===== config.mk =====
export PLATFORM = sky130hd
export DESIGN_NAME = bus_arbiter_2to1
export DESIGN_NICKNAME = d
export VERILOG_FILES = /design/src/rtl/bus_arbiter_2to1.sv
export SDC_FILE = /design/constraint.sdc
export NUM_CORES = 1
export LEC_CHECK = 0
export BUFFER_PORTS_ARGS = -buffer_cell sky130_fd_sc_hd__buf_2
export CORE_AREA = 2 2 116 118
export CTS_BUF_LIST = sky130_fd_sc_hd__clkbuf_8
export DETAILED_ROUTE_END_ITERATION = 10
export DIE_AREA = 0 0 118 120
export SETUP_SLACK_MARGIN = 0.3
export SYNTH_ARGS = -nofsm -noshare
export SYNTH_HDL_FRONTEND = slang
export SYNTH_SLANG_ARGS = --single-unit

===== constraint.sdc =====
create_clock -name i_clock -period 2.6 [get_ports i_clock]
set_clock_uncertainty 0.2 [all_clocks]
set_input_delay 0.39 -clock i_clock [delete_from_list [all_inputs] [get_ports i_clock]]
set_output_delay 0.39 -clock i_clock [all_outputs]
set_load 0.03 [all_outputs]

===== src/rtl/bus_arbiter_2to1.sv =====
// Two-master / one-slave bus arbiter: one transaction in flight, grant held until slave ready,
// round-robin or fixed priority on contention. Optional slave watchdog under BUS_ARBITER_TIMEOUT_EN.
module bus_arbiter_2to1 #(
  parameter int ADDRESS_WIDTH  = 32,
  parameter int DATA_WIDTH     = 32,
  parameter int ROUND_ROBIN    = 1,
  parameter int TIMEOUT_CYCLES = 1024
) (
  input  logic                     i_clock,
  input  logic                     i_reset,
  input  logic                     i_m0_request,
  input  logic                     i_m0_rw,
  input  logic [ADDRESS_WIDTH-1:0] i_m0_address,
  input  logic [DATA_WIDTH-1:0]    i_m0_wdata,
  output logic [DATA_WIDTH-1:0]    o_m0_rdata,
  output logic                     o_m0_ready,
  input  logic                     i_m1_request,
  input  logic                     i_m1_rw,
  input  logic [ADDRESS_WIDTH-1:0] i_m1_address,
  input  logic [DATA_WIDTH-1:0]    i_m1_wdata,
  output logic [DATA_WIDTH-1:0]    o_m1_rdata,
  output logic                     o_m1_ready,
  output logic                     o_s_request,
  output logic                     o_s_rw,
  output logic [ADDRESS_WIDTH-1:0] o_s_address,
  output logic [DATA_WIDTH-1:0]    o_s_wdata,
  input  logic [DATA_WIDTH-1:0]    i_s_rdata,
  input  logic                     i_s_ready,
  output logic                     o_fault
);

  typedef enum logic {
    ST_IDLE = 1'b0,
    ST_BUSY = 1'b1
  } state_t;

  state_t r_state;
  state_t w_next_state;
  logic   r_grant;
  logic   w_next_grant;
  logic   r_last_grant;
  logic   w_next_last_grant;
  logic   w_pick;
  logic   w_start;
  logic   w_expire;
  logic   w_done;
  logic [DATA_WIDTH-1:0] w_rdata;

  // On contention the port that was not served last wins, unless fixed priority is selected.
  always_comb begin
    if (i_m0_request && i_m1_request) begin
      w_pick = (ROUND_ROBIN != 0) ? ~r_last_grant : 1'b0;
    end else begin
      w_pick = i_m1_request;
    end
  end

  assign w_start = (r_state == ST_IDLE) && (i_m0_request || i_m1_request);

`ifdef BUS_ARBITER_TIMEOUT_EN
  localparam int WDOG_W = (TIMEOUT_CYCLES > 1) ? $clog2(TIMEOUT_CYCLES) : 1;

  logic [WDOG_W-1:0] r_wdog;
  logic              r_fault;

  // A slave ready arriving on the expiry cycle wins: that is a normal completion.
  assign w_expire = (r_state == ST_BUSY) && !i_s_ready &&
                    (r_wdog == WDOG_W'(TIMEOUT_CYCLES - 1));

  always_ff @(posedge i_clock or negedge i_reset) begin
    if (!i_reset) begin
      r_wdog  <= '0;
      r_fault <= 1'b0;
    end else begin
      if (w_start) begin
        r_wdog <= '0;
      end else if ((r_state == ST_BUSY) && !i_s_ready && !w_expire) begin
        r_wdog <= r_wdog + 1'b1;
      end
      if (w_expire) begin
        r_fault <= 1'b1;
      end
    end
  end

  assign o_fault = r_fault;
`else
  logic w_unused_timeout;

  assign w_expire         = 1'b0;
  assign o_fault          = 1'b0;
  assign w_unused_timeout = (TIMEOUT_CYCLES != 0);
`endif

  assign w_done = (r_state == ST_BUSY) && (i_s_ready || w_expire);

  always_comb begin
    // NOTE: every signal gets a default before the case so no path leaves one unassigned (no latch).
    w_next_state      = r_state;
    w_next_grant      = r_grant;
    w_next_last_grant = r_last_grant;
    case (r_state)
      ST_IDLE: begin
        if (w_start) begin
          w_next_state      = ST_BUSY;
          w_next_grant      = w_pick;
          w_next_last_grant = w_pick;
        end
      end
      ST_BUSY: begin
        if (w_done) begin
          w_next_state = ST_IDLE;
        end
      end
      default: w_next_state = ST_IDLE;
    endcase
  end

  always_ff @(posedge i_clock or negedge i_reset) begin
    if (!i_reset) begin
      r_state      <= ST_IDLE;
      r_grant      <= 1'b0;
      r_last_grant <= 1'b1;
    end else begin
      // NOTE: non-blocking assignments so every register samples pre-edge values.
      r_state      <= w_next_state;
      r_grant      <= w_next_grant;
      r_last_grant <= w_next_last_grant;
    end
  end

  // Slave command follows the registered grant; the bus is parked at zero while idle.
  always_comb begin
    o_s_request = (r_state == ST_BUSY);
    o_s_rw      = 1'b0;
    o_s_address = '0;
    o_s_wdata   = '0;
    if (r_state == ST_BUSY) begin
      if (r_grant) begin
        o_s_rw      = i_m1_rw;
        o_s_address = i_m1_address;
        o_s_wdata   = i_m1_wdata;
      end else begin
        o_s_rw      = i_m0_rw;
        o_s_address = i_m0_address;
        o_s_wdata   = i_m0_wdata;
      end
    end
  end

  // A watchdog expiry completes the master with zero data.
  assign w_rdata    = i_s_ready ? i_s_rdata : '0;
  assign o_m0_ready = w_done && !r_grant;
  assign o_m1_ready = w_done && r_grant;
  assign o_m0_rdata = o_m0_ready ? w_rdata : '0;
  assign o_m1_rdata = o_m1_ready ? w_rdata : '0;

endmodule


==> metrics <==
status=finished, final reports clean; pin count of the biggest net entering global routing=approximately 40; initial antenna violation count=0; post-CTS setup buffers=0; Fillers=1487; Max IR drop VDD=around 0.19 mV; MaxCap Viol Count=0; Crit Path Class=register to output port; io pins=300; Area growth syn-to-layout=97.2%; post-synthesis simple-gate area fraction=0.392; Final WS setup=around 0.45 ns; commonest non-fill, non-tap cell in the layout=buf_2; Top Layer Used=met4; Max Buffers Root-to-Sink=2; Syn Nets=~440; Nets=a little over 700; minimum clock period=between 2 and 2.5 ns; first-pass GRT wire length=11800 um; Rows=42; Post-route DRC=0; DRT Pass-1 Iters=4; layout cells sized above 1=0.564; Root Driver=clkbuf_8; Hold Slack=0.232 ns; die height=between 100 and 150 um; final hold viol count=0; drt total wl=about 8000 um; IO Port Bufs=298; max-slew violations=0; largest family of logic cells by synthesized area=multiplexers; Routed WL per cell=10.7 um; Req. time, crit path=~2 ns; RSZ-0062 raised after global routing=false; pre-CTS setup slack=roughly 0.67 ns; die area=about 0.014 mm2; gpl congestion=0.827; M1 WL=around 3000 um; sequential share of the synthesized area=0.0464; most frequent cells in the layout=298 x buf_2, 131 x nor2_1, 65 x mux2i_1, 34 x nand2_1, 7 x buf_4; CP endpoint kind=output port; post_cts resized=0; 1st-iter DRT viols=63; clk slew on worst S/H paths=roughly 0.03 ns; HPWL Detailed=between 6000 and 7000 um; met2 routed WL=about 4100 um; vias in the first global route=~2600; Mapped Area=roughly 0.0016 mm2; flop and latch count out of synthesis=3; Num CTS Buffers=3; Setup violations, final=0; total gr overflow=0; Arr. time, crit path=between 1.5 and 2 ns; Synth cell types=18; XOR/XNOR Fraction of Synth Area=0; CTS sink cnt=3; ANT cells=0; mux cell area share after synthesis=0.395; TritonCTS clock tree=yes; Clock Latency Late Sink=roughly 0.22 ns; Synth Warn #=0; PD cells=about 540 mW/mm2; Final Cycle Share=0.827; Compound-Gate Fraction of Synth Area=0.0137; Leak=about 2.1 nW; Worst setup SP type=register; Via density=about 3.9; via count=between 2000 and 3000; Die X=~120 um; Routed Antenna Nets=0; setup TNS=0 ns; Tightest Hold Check Type=primary input to register; Peak Freq=approximately 0.47 GHz; H-tree depth=1; Initial Utilization=0.127; crit path max fanout=27; Total GRT Usage=0.0984; Met3 Wirelength=roughly 760 um; Post-Synth Adder-Cell Area=0; CORE AREA=0.0130 mm2; Post-Synthesis Cells=around 270; Avg Synthesized Cell Area=roughly 6.1 um2
stage by stage:
stage | total power, mW | utilization | cell area (um2) | instances
2_1_floorplan | 1.29 | - | 1650 | 269
3_3_place_gp | 1.62 | 0.246 | 3190 | 724
3_5_place_dp | 1.62 | 0.246 | 3190 | 724
4_1_cts | 1.76 | 0.250 | 3240 | 729
5_1_grt | 1.87 | 0.250 | 3240 | 729
6_report | 1.75 | 0.250 | 3240 | 729
kinds of logic after synthesis:
logic type / count (synthesis)
buf+inv: 28
flops: 3
mux: 65
simple gates: 169
compound gates: 3
other cells: 1
state kept, by name (all words and copies together) (netlist names):
signal        flops
o_s_request       1
r_grant           1
r_last_grant      1
final cells by class:
class	count	area, um2	area share
timing repair buffer	307	1570	0.485
multi-input combinational	238	1320	0.407
tap	176	220	0.0679
sequential	3	80.1	0.0247
clock buffer	3	41.3	0.0127
clock inverter	1	3.75	0.00116
inverter	1	3.75	0.00116
critical path, stage by stage (launching register included):
cell,delay [ns]
dfrtp_4,0.43
buf_4,0.39
mux2i_1,0.26
nor2_1,0.05
buf_2,0.18
cell usage after synthesis:
cell type,instances,area [um2]
a21o_1,1,7.51
a21oi_1,1,5.00
a32o_1,1,10.0
buf_12,5,100
buf_2,10,50.1
buf_4,5,37.5
buf_6,4,45.0
clkbuf_1,3,11.3
conb_1,1,3.75
dfrtp_1,2,50.1
dfstp_2,1,26.3
inv_2,1,3.75
mux2i_1,65,651
nand2_1,34,128
nand2b_1,2,12.5
nor2_1,131,492
nor3_1,1,5.00
nor3b_1,1,7.51
per-layer routing:
metal,vias to the layer above,global-route usage
met5,-,0
met4,0,0.0226
met3,5,0.0219
met2,183,0.198
met1,1215,0.102
li1,1424,-
worst paths after layout:
path / from / slack (ns) / cells after the start / endpoint
worst max-delay path: r_grant / 0.45 / 4 / o_s_wdata[25]
worst min-delay path: i_s_ready / 0.23 / 2 / o_s_request
worst max register to register: o_s_request / 1.03 / 4 / r_grant
worst min register to register: r_last_grant / 0.32 / 1 / r_last_grant
max in group asynchronous: i_reset / 1.70 / 2 / r_last_grant
min in group asynchronous: i_reset / 0.30 / 2 / r_grant
power breakdown:
group | total (mW) | switching [mW] | internal [mW]
clock | 0.135 | 0.0340 | 0.101
sequential | 0.0793 | 0.0141 | 0.0652
combinational | 1.54 | 1.01 | 0.527
total | 1.75 | 1.06 | 0.693
what timing repair did:
action | in CTS | in global routing
endpoints found under the setup margin | 0 | 0
hold buffers | 1 | 0
endpoints found under the hold margin | 3 | 0
(Power assumes the default switching activity.)
